===== config.mk =====
export PLATFORM = sky130hd
export DESIGN_NAME = stripe_arbiter
export DESIGN_NICKNAME = d
export VERILOG_FILES = /design/src/rtl/stripe_arbiter_pkg.sv /design/src/rtl/stripe_arbiter_rr_arbiter2.sv /design/src/rtl/stripe_arbiter.sv
export SDC_FILE = /design/constraint.sdc
export NUM_CORES = 1
export LEC_CHECK = 0
export CELL_PAD_IN_SITES_DETAIL_PLACEMENT = 0
export CELL_PAD_IN_SITES_GLOBAL_PLACEMENT = 2
export CORE_ASPECT_RATIO = 0.9
export CORE_MARGIN = 3
export CORE_UTILIZATION = 24
export CTS_CLUSTER_DIAMETER = 100
export CTS_CLUSTER_SIZE = 10
export DETAILED_ROUTE_END_ITERATION = 16
export MAX_ROUTING_LAYER = met4
export PLACE_DENSITY_LB_ADDON = 0.15
export SYNTH_ARGS = -nofsm -noshare
export SYNTH_HDL_FRONTEND = slang
export SYNTH_HIERARCHICAL = 1
export SYNTH_SLANG_ARGS = --single-unit

===== constraint.sdc =====
create_clock -name clk_2f -period 3.1 [get_ports clk_2f]
set_clock_uncertainty 0.05 [all_clocks]
set_input_delay 0.31 -clock clk_2f [delete_from_list [all_inputs] [get_ports clk_2f]]
set_output_delay 0.31 -clock clk_2f [all_outputs]
set_load 0.02 [all_outputs]

===== src/rtl/stripe_arbiter_pkg.sv =====
// Shared types and defaults for the stripe arbiter and its round-robin helper.
package stripe_arbiter_pkg;

  localparam int          DEF_DATA_W    = 32;
  localparam logic [31:0] DEF_IDLE_WORD = 32'h0000_00BC;

  typedef enum logic [1:0] {
    ARB   = 2'd0,
    BURST = 2'd1,
    PAD   = 2'd2
  } state_t;

endpackage


===== src/rtl/stripe_arbiter_rr_arbiter2.sv =====
// Two-request round-robin picker: prefers the requester that did not win last,
// and only grants while enable is high.
module rr_arbiter2 (
  input  logic       clk_2f,
  input  logic       reset,
  input  logic       enable,
  input  logic [1:0] req,
  output logic [1:0] gnt
);

  logic rr_last;

  always_comb begin
    gnt = 2'b00;
    if (enable) begin
      if (req[0] && (rr_last || !req[1])) begin
        gnt = 2'b01;
      end else if (req[1]) begin
        gnt = 2'b10;
      end
    end
  end

  // rr_last resets to 1 so source 0 wins the first contest
  always_ff @(posedge clk_2f or posedge reset) begin
    if (reset) begin
      rr_last <= 1'b1;
    end else if (gnt[0]) begin
      rr_last <= 1'b0;
    end else if (gnt[1]) begin
      rr_last <= 1'b1;
    end
  end

endmodule


===== src/rtl/stripe_arbiter.sv =====
// Merges two fall-through sources into one word stream for the 2-lane striper,
// starting every burst on lane 0 and padding odd bursts to a full lane pair.
module stripe_arbiter
  import stripe_arbiter_pkg::*;
#(
  parameter int                DATA_W    = DEF_DATA_W,
  parameter int                MAX_BURST = 8,
  parameter logic [DATA_W-1:0] IDLE_WORD = DATA_W'(DEF_IDLE_WORD)
) (
  input  logic              clk_2f,
  input  logic              reset,
  input  logic              src0_empty,
  input  logic [DATA_W-1:0] src0_data,
  output logic              src0_pop,
  input  logic              src1_empty,
  input  logic [DATA_W-1:0] src1_data,
  output logic              src1_pop,
  output logic [DATA_W-1:0] data_out,
  output logic              valid_out,
  output logic              lane_phase,
  output logic [1:0]        grant,
  output logic              pad_out
);

  localparam int               CNT_W   = $clog2(MAX_BURST) + 1;
  localparam logic [CNT_W-1:0] MAX_CNT = CNT_W'(MAX_BURST);

  state_t            state;
  logic [CNT_W-1:0]  burst_count;
  logic [1:0]        req;
  logic [1:0]        arb_gnt;
  logic              arb_en;
  logic              owner_empty;
  logic              burst_pop;
  logic              any_pop;
  logic [DATA_W-1:0] pop_data;

  assign req         = {~src1_empty, ~src0_empty};
  assign owner_empty = grant[1] ? src1_empty : src0_empty;
  assign burst_pop   = (state == BURST) && !owner_empty && (burst_count < MAX_CNT);

  // Arbitration only on lane-1 cycles so the first popped word lands on lane 0;
  // a burst that stops popping on lane 1 hands over in that same cycle.
  assign arb_en = lane_phase && ((state != BURST) || !burst_pop);

  rr_arbiter2 u_rr (
    .clk_2f (clk_2f),
    .reset  (reset),
    .enable (arb_en),
    .req    (req),
    .gnt    (arb_gnt)
  );

  assign src0_pop = (burst_pop && grant[0]) || arb_gnt[0];
  assign src1_pop = (burst_pop && grant[1]) || arb_gnt[1];
  assign any_pop  = src0_pop || src1_pop;
  assign pop_data = src1_pop ? src1_data : src0_data;

  always_ff @(posedge clk_2f or posedge reset) begin
    if (reset) begin
      state       <= ARB;
      burst_count <= '0;
      grant       <= 2'b00;
      lane_phase  <= 1'b0;
      data_out    <= '0;
      valid_out   <= 1'b0;
      pad_out     <= 1'b0;
    end else begin
      lane_phase <= ~lane_phase;
      valid_out  <= any_pop;
      data_out   <= any_pop ? pop_data : '0;
      pad_out    <= 1'b0;
      if (arb_gnt != 2'b00) begin
        state       <= BURST;
        grant       <= arb_gnt;
        burst_count <= CNT_W'(1);
      end else begin
        case (state)
          BURST: begin
            if (burst_pop) begin
              burst_count <= burst_count + 1'b1;
            end else if (lane_phase) begin
              state <= ARB;
              grant <= 2'b00;
            end else begin
              // Odd word count: fill lane 1 with the idle word
              state     <= PAD;
              data_out  <= IDLE_WORD;
              valid_out <= 1'b1;
              pad_out   <= 1'b1;
            end
          end
          default: begin
            state <= ARB;
            grant <= 2'b00;
          end
        endcase
      end
    end
  end

endmodule


## Word-level counts from Yosys, hierarchy flattened

Cells that the tools add are included.

- Memory bits (writable): 0
- Output and inout port bits: 39
- Register bits: 44
- Memory bits (read-only): 0
- Logic and storage cells: 65
- Memories: 0
- Latch bits: 0

- Equal/unequal tests: 4
- $add $sub $neg: 1
- $mul: 0
- Bitwise operators: 2
- Muxes and demuxes: 31
- Divide/modulo/power cells: 0
- Reductions and logical operators: 18
- Shifts and indexed selects: 0
- Magnitude comparators: 1

Operators by type and width:

| operator | count |
|---|---|
| $mux 32 | 6 |
| $mux 2 | 11 |
| $mux 4 | 3 |
| $mux 1 | 11 |
| $logic_and 1x1->1 | 6 |
| $ne 3x2->1 const B | 2 |
| $reduce_bool 2->1 | 3 |
| $logic_or 1x1->1 | 5 |
| $add 4x1->4 const B | 1 |
| $lt 4x4->1 const B | 1 |
| $reduce_and 2->1 | 2 |
| $eq 2x1->1 const B | 1 |
| $logic_not 1->1 | 2 |
| $ne 2x1->1 const B | 1 |
| $not 1->1 | 2 |

## Longest topological paths before layout

Gate-level depths: netlist (run 1).

- Depth in word-level cells: 15
- Gate-level depth with buffers: 10
- Gate-level depth less buffers: 8

## Cells and area by module

Netlist (run 1), hierarchy kept.

By module, submodules not included:

| module | times used | area an instance (µm²) | cells an instance |
|---|---|---|---|
| stripe_arbiter | 1 | 1841.8 | 153 |
| rr_arbiter2 | 1 | 66.3 | 9 |

## Worst setup path after synthesis (run 1)

No wires, ideal clock.

- Path kind: flip-flop to output port
- Start: register grant[1]
- End: output src1_pop
- Data arrival time: 1.856 ns
- Slack: 0.884 ns
- Stages on the path, launching flop included: 10
- Path buffers: 2
- Path through: dfrtp_1 > and2b_4 > o21a_1 > nor2_1 > nand2_1 > a21oi_1 > clkbuf_2 > a21oi_4 > buf_4 > inv_1

- Longest elaborated chain between the ends: 9
- Elaborated cells on any way between the ends: 10
- Classes of those cells: mux (2); reduce/logical (8)

RTL lines:

| element | RTL line | RTL |
|---|---|---|
| start: declaration | stripe_arbiter.sv:21 | `output logic [1:0] grant,` |
| start signal: assignment | stripe_arbiter.sv:75 | `grant <= arb_gnt;` |
| $mux 1 | stripe_arbiter.sv:39 | `assign owner_empty = grant[1] ? src1_empty : src0_empty;` |
| $logic_not 1->1 | stripe_arbiter.sv:40 | `assign burst_pop = (state == BURST) && !owner_empty && (burst_count < MAX_CNT);` |
| $logic_and 1x1->1 (2 in a row) | stripe_arbiter.sv:40 |  |
| $logic_not 1->1 | stripe_arbiter.sv:44 | `assign arb_en = lane_phase && ((state != BURST) \|\| !burst_pop);` |
| $logic_or 1x1->1 | stripe_arbiter.sv:44 |  |
| $logic_and 1x1->1 | stripe_arbiter.sv:44 |  |
| net arb_en | stripe_arbiter.sv:32 | `logic arb_en;` |
| $mux 2 | stripe_arbiter_rr_arbiter2.sv:15 | `if (enable) begin` |
| net arb_gnt[1] | stripe_arbiter.sv:31 | `logic [1:0] arb_gnt;` |
| $logic_or 1x1->1 | stripe_arbiter.sv:55 | `assign src1_pop = (burst_pop && grant[1]) \|\| arb_gnt[1];` |
| end: declaration | stripe_arbiter.sv:17 | `output logic src1_pop,` |

The timed path passes the listed nets, and every way through them passes these cells.

## Worst setup path after layout (run 1)

- Start: input src1_empty
- End: output src1_pop

- Longest elaborated chain between the ends: 9
- Elaborated cells on any way between the ends: 14
- Classes of those cells: mux (4); reduce/logical (10)

RTL lines:

| element | RTL line | RTL |
|---|---|---|
| start: declaration | stripe_arbiter.sv:15 | `input logic src1_empty,` |
| $mux 1 | stripe_arbiter.sv:39 |  |
| $logic_not 1->1 | stripe_arbiter.sv:40 |  |
| $logic_and 1x1->1 (2 in a row) | stripe_arbiter.sv:40 |  |
| $logic_not 1->1 | stripe_arbiter.sv:44 |  |
| $logic_or 1x1->1 | stripe_arbiter.sv:44 |  |
| $logic_and 1x1->1 | stripe_arbiter.sv:44 |  |
| net arb_en | stripe_arbiter.sv:32 |  |
| $mux 2 | stripe_arbiter_rr_arbiter2.sv:15 |  |
| net arb_gnt[1] | stripe_arbiter.sv:31 |  |
| $logic_or 1x1->1 | stripe_arbiter.sv:55 |  |

The timed path passes the listed nets, and every way through them passes these cells.

==> flow_metrics.py, run 1 <==
metrics = {
    "routing": {
        "drt_iter0_markers": 30,
        "post_drt_wl_per_cell_um": 14.03,
        "wl_um": 5163,
        "vias": 1533,
        "firstDrtPassIters": 4,
        "drc": 0,
        "antenna_left": 0,
        "vias_per_cell": 4.166,
    },
    "finish": {
        "antenna_cells": 0,
        "fin_util": 0.4138,
        "final_layout_size_suffix_gt1_frac": 0.07353,
        "nFillCells": 739,
        "synthToLayoutAreaGrowth_pct": 65.25,
        "fin_nets": 340,
    },
    "floorplanning": {
        "rows": 30,
        "die_w_um": 99.99,
        "start_util": 0.2504,
        "coreArea_um2": 7620,
        "dieHeight_um": 90.59,
        "fp.dieArea_um2": 9058,
        "io_pins": 107,
    },
    "setup_path": {
        "end_kind": "output pin",
        "cpMostUsedCell": "clkdlybuf4s50_1",
        "timing.rr.end": "data_out[3]$_DFF_PP0_",
        "endpoint": "src1_pop",
        "worstSetupStartpointType": "primary input",
        "crit_start": "src1_empty",
        "crit_path_cell_trace": "clkdlybuf4s50_1 > and2b_4 > o21a_1 > nor2_1 > nand2_1 > a21oi_1 > a21oi_4 > inv_1 > clkdlybuf4s50_1",
        "critPathMaxStageDelay_ns": 0.59,
        "r2r_start": "burst_count[3]$_DFFE_PP0P_",
        "worstPathRequired_ns": 2.74,
        "critPathKind": "in2out",
        "ff2ff_path_depth": 9,
        "cp_max_fo": 4,
        "worst-path-buf-inv": 3,
        "path_depth": 9,
        "cpMaxStageDelayCell": "clkdlybuf4s50_1",
        "crit_family": "buffers and inverters",
        "arrival_ns": 2.50,
        "ff2ff_setup_slack_ns": 0.60,
    },
    "clock_tree": {
        "cts_inserted_buffers": 5,
        "post_cts_buffers": 0,
        "cts_sinks": 44,
        "root_buffer": "clkbuf_8",
        "clockBufferDepth": 2,
        "postCtsResizedCells": 0,
        "clkLatencyLatePin_ns": 0.29,
        "clkTransAtPathRegs_ns": 0.08,
        "cts.htree.levels": 2,
        "cts_tree": "built",
        "hold_buffers": 0,
    },
    "sta": {
        "relSlewSlack": 0.3867,
        "rsz0062_at_grt": "false",
        "period_share": 0.9239,
        "slew_viol_final": 0,
        "max_freq_ghz": 0.3491,
        "setup_viol": 0,
        "tightest_slew_ns": 0.9186,
        "hold_viol": 0,
        "fin_setup_tns_ns": 0,
        "layout_min_cycle_time_ns": 2.864,
    },
    "global_routing": {
        "antenna_found_initial": 0,
        "grt-ovfl-total": 0,
        "grt_max_degree": 44,
        "grt_pass1_vias": 1655,
        "track_usage": 0.1193,
        "grt_pass1_wl_um": 8169,
    },
    "synthesis": {
        "synth.cell_area_um2": 1908,
        "ys_seq_area_frac": 0.5777,
        "synth_ff_type": "dfrtp_1",
        "synth_edf_count": 0,
        "yosys_warnings": 6,
        "synth_nets": 231,
        "syn_inst": 162,
        "syn_avg_cell_area_um2": 11.78,
        "synth-seq-cells": 44,
        "synth-async-reset-ratio": 1.000,
        "ys_types": 30,
    },
    "hold_path": {
        "min_path_type": "in2async",
    },
    "flow_run": {
        "cap_violations": 0,
    },
    "pwr": {
        "cellPowerDensity_nw_per_um2": 598.2,
        "leakage_uw": 0.001508,
        "vdd_ir_drop_max_mv": 0.1799,
    },
    "run_status": {
        "status": "complete, no violations",
    },
    "placed_design": {
        "dp_hpwl_um": 3657,
        "io_buffers": 106,
        "place.gp.congestion": 0.7341,
    },
}
## how the worst min path moves through the flow
| stage | end | slack [ns] | from | cells after the start |
|---|---|---|---|---|
| 6_report | u_rr/rr_last$_DFFE_PP1P_ | 0.31 | reset | 2 |
| 3_3_place_gp | u_rr/rr_last$_DFFE_PP1P_ | 0.44 | u_rr/rr_last$_DFFE_PP1P_ | 2 |
| 3_5_place_dp | u_rr/rr_last$_DFFE_PP1P_ | 0.44 | u_rr/rr_last$_DFFE_PP1P_ | 2 |
| 5_1_grt | u_rr/rr_last$_DFFE_PP1P_ | 0.30 | reset | 2 |
| 2_1_floorplan | u_rr/rr_last$_DFFE_PP1P_ | 0.15 | reset | 1 |
| 4_1_cts | u_rr/rr_last$_DFFE_PP1P_ | 0.30 | reset | 2 |
## report_power, final
group	total, uW	switching, uW	internal (uW)	leakage, uW
combinational	717	360	357	0.000877
sequential	736	49.2	687	0.000575
clock	433	194	239	0.0000552
total	1890	603	1280	0.00151
## cell usage after synthesis (all sizes together), types with 2 or more instances
cell,count,area [um2]
dfrtp,43,1076
mux2i,33,330.3
nor2,32,120.1
inv,11,41.29
nand2,7,26.28
o21ai,7,38.79
a21oi,4,35.04
buf,4,33.78
clkbuf,3,32.53
nor3,3,15.01
a31o,2,17.52
o21a,2,22.52
## area by class of cell
type / instances / area, um2 / share of cell area
Clock buffer: 6 / 72.57 / 0.02302
Clock inverter: 2 / 35.03 / 0.01111
Inverter: 11 / 41.29 / 0.01310
Multi-Input combinational cell: 100 / 698.2 / 0.2214
Sequential cell: 44 / 1102 / 0.3496
Tap cell: 96 / 120.1 / 0.03810
Timing Repair Buffer: 109 / 1084 / 0.3437
## cells in the final DEF (no fill, tap or decap)
master / synthesis / routed
clkdlybuf4s50_1: 0 / 106
dfrtp_1: 43 / 43
mux2i_1: 33 / 33
nor2_1: 32 / 32
inv_1: 11 / 10
nand2_1: 7 / 7
clkbuf_8: 2 / 5
o21ai_0: 4 / 4
nor3_1: 3 / 3
buf_4: 3 / 3
a31o_2: 2 / 2
o21ai_1: 2 / 2
a21oi_1: 2 / 2
nand2b_1: 1 / 1
and2b_4: 1 / 1
nor3b_4: 1 / 1
o21ai_2: 1 / 1
o21a_1: 1 / 1
o21a_4: 1 / 1
a21oi_4: 1 / 1
nand3_1: 1 / 1
inv_2: 0 / 1
xnor2_1: 1 / 1
o211ai_1: 1 / 1
xor2_1: 1 / 1
a41oi_1: 1 / 1
ha_1: 1 / 1
bufinv_16: 0 / 1
clkbuf_1: 0 / 1
clkinv_2: 0 / 1
and3_1: 1 / 1
a21oi_2: 1 / 1
dfstp_2: 1 / 1
## cells by family after synthesis
family | after synthesis | synth area share
buf+inv | 18 | 0.05639
mux | 33 | 0.1731
xor+xnor | 2 | 0.009182
simple gates | 47 | 0.1089
fa+ha+maj | 1 | 0.006556
flops | 44 | 0.5777
compound gates | 17 | 0.06820
## flip-flops by register name, indices dropped and copies added, names as in the netlist
name          flops
data_out         32
state             2
lane_phase        1
pad_out           1
u_rr/rr_last      1
valid_out         1
grant             2
burst_count       4
## through the flow
step	instances	setup slack (ns)	total power (uW)	hold WS (ns)	cell area, um2
finish	368	0.2358	1886	0.3063	3153
detailed placement	360	0.2249	1478	0.4435	3045
global route	368	0.1108	2009	0.3038	3153
CTS	368	0.2268	1924	0.2978	3153
global placement	360	0.2641	1479	0.4448	3045
floorplan	162	0.8836	1158	0.1497	1908
## worst register-to-register path: stages (launching register included)
cell	delay (ns)
dfrtp_1	0.42
nor3b_4	0.32
o21a_1	0.26
nor2_1	0.09
nand2_1	0.10
a21oi_1	0.08
buf_4	0.18
nor2_1	0.25
o21a_4	0.45
o21ai_0	0.17
## layer usage
layer	vias to the layer above	GRT usage	wire, um
li1	751	-	-
met5	-	-	0
met3	0	0.04247	362
met4	0	0.02020	0
met2	63	0.1900	2545
met1	719	0.1485	2254
No activity file was read; power rests on OpenSTA's default activity.
==> run 2: changes to the inputs <==
--- a/config.mk
+++ b/config.mk
@@ -5,11 +5,11 @@
 export SDC_FILE = /design/constraint.sdc
 export NUM_CORES = 1
 export LEC_CHECK = 0
-export CELL_PAD_IN_SITES_DETAIL_PLACEMENT = 0
-export CELL_PAD_IN_SITES_GLOBAL_PLACEMENT = 2
+export CELL_PAD_IN_SITES_DETAIL_PLACEMENT = 1
+export CELL_PAD_IN_SITES_GLOBAL_PLACEMENT = 1
 export CORE_ASPECT_RATIO = 0.9
 export CORE_MARGIN = 3
-export CORE_UTILIZATION = 24
+export CORE_UTILIZATION = 30
 export CTS_CLUSTER_DIAMETER = 100
 export CTS_CLUSTER_SIZE = 10
 export DETAILED_ROUTE_END_ITERATION = 16
==> run 2 against run 1 <==
Register-to-register slack lost 0.08 ns. Fmax down 0.36%. Core utilization is 11 points higher. Total power is 4.2% lower. Final area shrank 1.4%. Setup slack lost 0.010 ns. Sequential share of layout area is 0.51 points higher. Combinational power rose by 1%. Count of clock-buffer cells in the layout is the same. First-iteration DRC count shrank 6.7%. Die area is 19% lower. Via count up 2.7%. Critical endpoint unchanged. Largest power group unchanged.
==> flow_metrics.py, run 2 (synthesized netlist as in run 1, its figures left out) <==
metrics = {
    "sta": {
        "layout_min_cycle_time_ns": 2.875,
        "tightest_slew_ns": 0.8868,
        "hold_viol": 0,
        "max_freq_ghz": 0.3479,
        "setup_viol": 0,
        "rsz0062_at_grt": "false",
        "setup_ws_ns": 0.2254,
        "fin_setup_tns_ns": 0,
        "relSlewSlack": 0.4080,
        "fin_hold_ws_ns": 0.3044,
        "slew_viol_final": 0,
        "period_share": 0.9273,
    },
    "routing": {
        "drc": 0,
        "antenna_left": 0,
        "post_drt_wl_per_cell_um": 15.15,
        "vias_per_cell": 4.437,
        "vias": 1575,
        "firstDrtPassIters": 3,
        "drt_iter0_markers": 28,
        "wl_um": 5380,
    },
    "setup_path": {
        "end_kind": "output pin",
        "critPathKind": "in2out",
        "ff2ff_path_depth": 9,
        "arrival_ns": 2.51,
        "ff2ff_setup_slack_ns": 0.52,
        "timing.rr.end": "data_out[2]$_DFF_PP0_",
        "worstPathRequired_ns": 2.74,
        "worstSetupStartpointType": "primary input",
        "cp_max_fo": 4,
        "r2r_start": "burst_count[3]$_DFFE_PP0P_",
    },
    "global_routing": {
        "gr-usage-met3": 0.06136,
        "grt-ovfl-total": 0,
        "gr-usage-met1": 0.1755,
        "grtUsageMet2": 0.2610,
        "antenna_found_initial": 0,
        "grt_pass1_vias": 1714,
        "track_usage": 0.1571,
        "grt_max_degree": 44,
        "grt_pass1_wl_um": 8631,
        "grt-busiest-layer": "met2",
    },
    "floorplanning": {
        "start_util": 0.3223,
        "io_pins": 107,
        "dieHeight_um": 81.66,
        "fp.dieArea_um2": 7355,
        "rows": 26,
        "die_w_um": 90.07,
        "coreArea_um2": 5921,
    },
    "clock_tree": {
        "cts_inserted_buffers": 5,
        "post_cts_buffers": 0,
        "clkTransAtPathRegs_ns": 0.08,
        "clockBufferDepth": 2,
        "root_buffer": "clkbuf_8",
        "postCtsResizedCells": 0,
        "cts_tree": "built",
        "clkLatencyLatePin_ns": 0.30,
        "cts.htree.levels": 2,
        "cts_sinks": 44,
        "hold_buffers": 0,
    },
    "finish": {
        "final_common_cell": "clkdlybuf4s50_1",
        "largest_reg_flops": 32,
        "largest-register": "data_out",
        "fin_nets": 340,
        "final_layout_size_suffix_gt1_frac": 0.07011,
        "antenna_cells": 0,
        "top_regs": "data_out (32), burst_count (4)",
        "layout_common_cells": "clkdlybuf4s50_1, dfrtp_1, mux2i_1, nor2_1, inv_1",
        "fin_util": 0.5249,
        "synthToLayoutAreaGrowth_pct": 62.89,
    },
    "pwr": {
        "vdd_ir_drop_max_mv": 0.2249,
        "cellPowerDensity_nw_per_um2": 581.6,
        "leakage_uw": 0.001493,
    },
    "placed_design": {
        "place.gp.congestion": 0.7632,
        "dp_hpwl_um": 4080,
        "io_buffers": 106,
        "place_ws_ns": 0.2239,
    },
    "hold_path": {
        "min_path_type": "in2async",
    },
    "flow_run": {
        "cap_violations": 0,
    },
    "run_status": {
        "status": "complete, no violations",
    },
}
==> run 2: changes by cell type in the layout (fill, tap and decap cells not counted) <==
cell,before,now
bufinv_16,1,0
==> run 2: stage by stage <==
| step | power [uW] | cell area, um2 | std cells |
|---|---|---|---|
| after floorplan | 1158 | 1908 | 162 |
| after global placement | 1473 | 3030 | 348 |
| after detailed placement | 1494 | 3030 | 348 |
| after CTS | 1839 | 3108 | 355 |
| after global routing | 1921 | 3108 | 355 |
| final | 1807 | 3108 | 355 |
==> run 2: metal layers <==
metal	up-vias	routed length, um
li1	752	-
met1	751	2169
met2	65	2636
met3	7	501
met4	0	72
met5	-	0
==> run 2: worst max-delay path by stage <==
stage | start | end | slack, ns | cells past startpoint
after floorplan | grant[1]$_DFFE_PP0P_ | src1_pop | 0.88 | 9
after global placement | src1_empty | src1_pop | 0.31 | 9
after detailed placement | src1_empty | src1_pop | 0.22 | 9
after CTS | src1_empty | src1_pop | 0.22 | 9
after global routing | src1_empty | src1_pop | 0.10 | 9
final | src1_empty | src1_pop | 0.23 | 9
==> run 2: layout make-up <==
type / count / area, um2
Timing Repair Buffer: 109 / 1084
Inverter: 11 / 41.29
Clock buffer: 6 / 72.57
Sequential cell: 44 / 1102
Fill cell: 656 / 2813
Multi-Input combinational cell: 100 / 698.2
Tap cell: 84 / 105.1
Clock inverter: 1 / 5.005
==> run 2: critical path, cell delays in order <==
cell and delay [ns]:
clkdlybuf4s50_1 0.47, and2b_4 0.21, o21a_1 0.24, nor2_1 0.19, nand2_1 0.12, a21oi_1 0.27, a21oi_4 0.05, inv_1 0.06
clkdlybuf4s50_1 0.59
==> run 2: power by group <==
part / switching (uW) / total (uW) / internal (uW)
registers: 52.4 / 739 / 687
logic: 366 / 725 / 358
clock network: 190 / 343 / 153
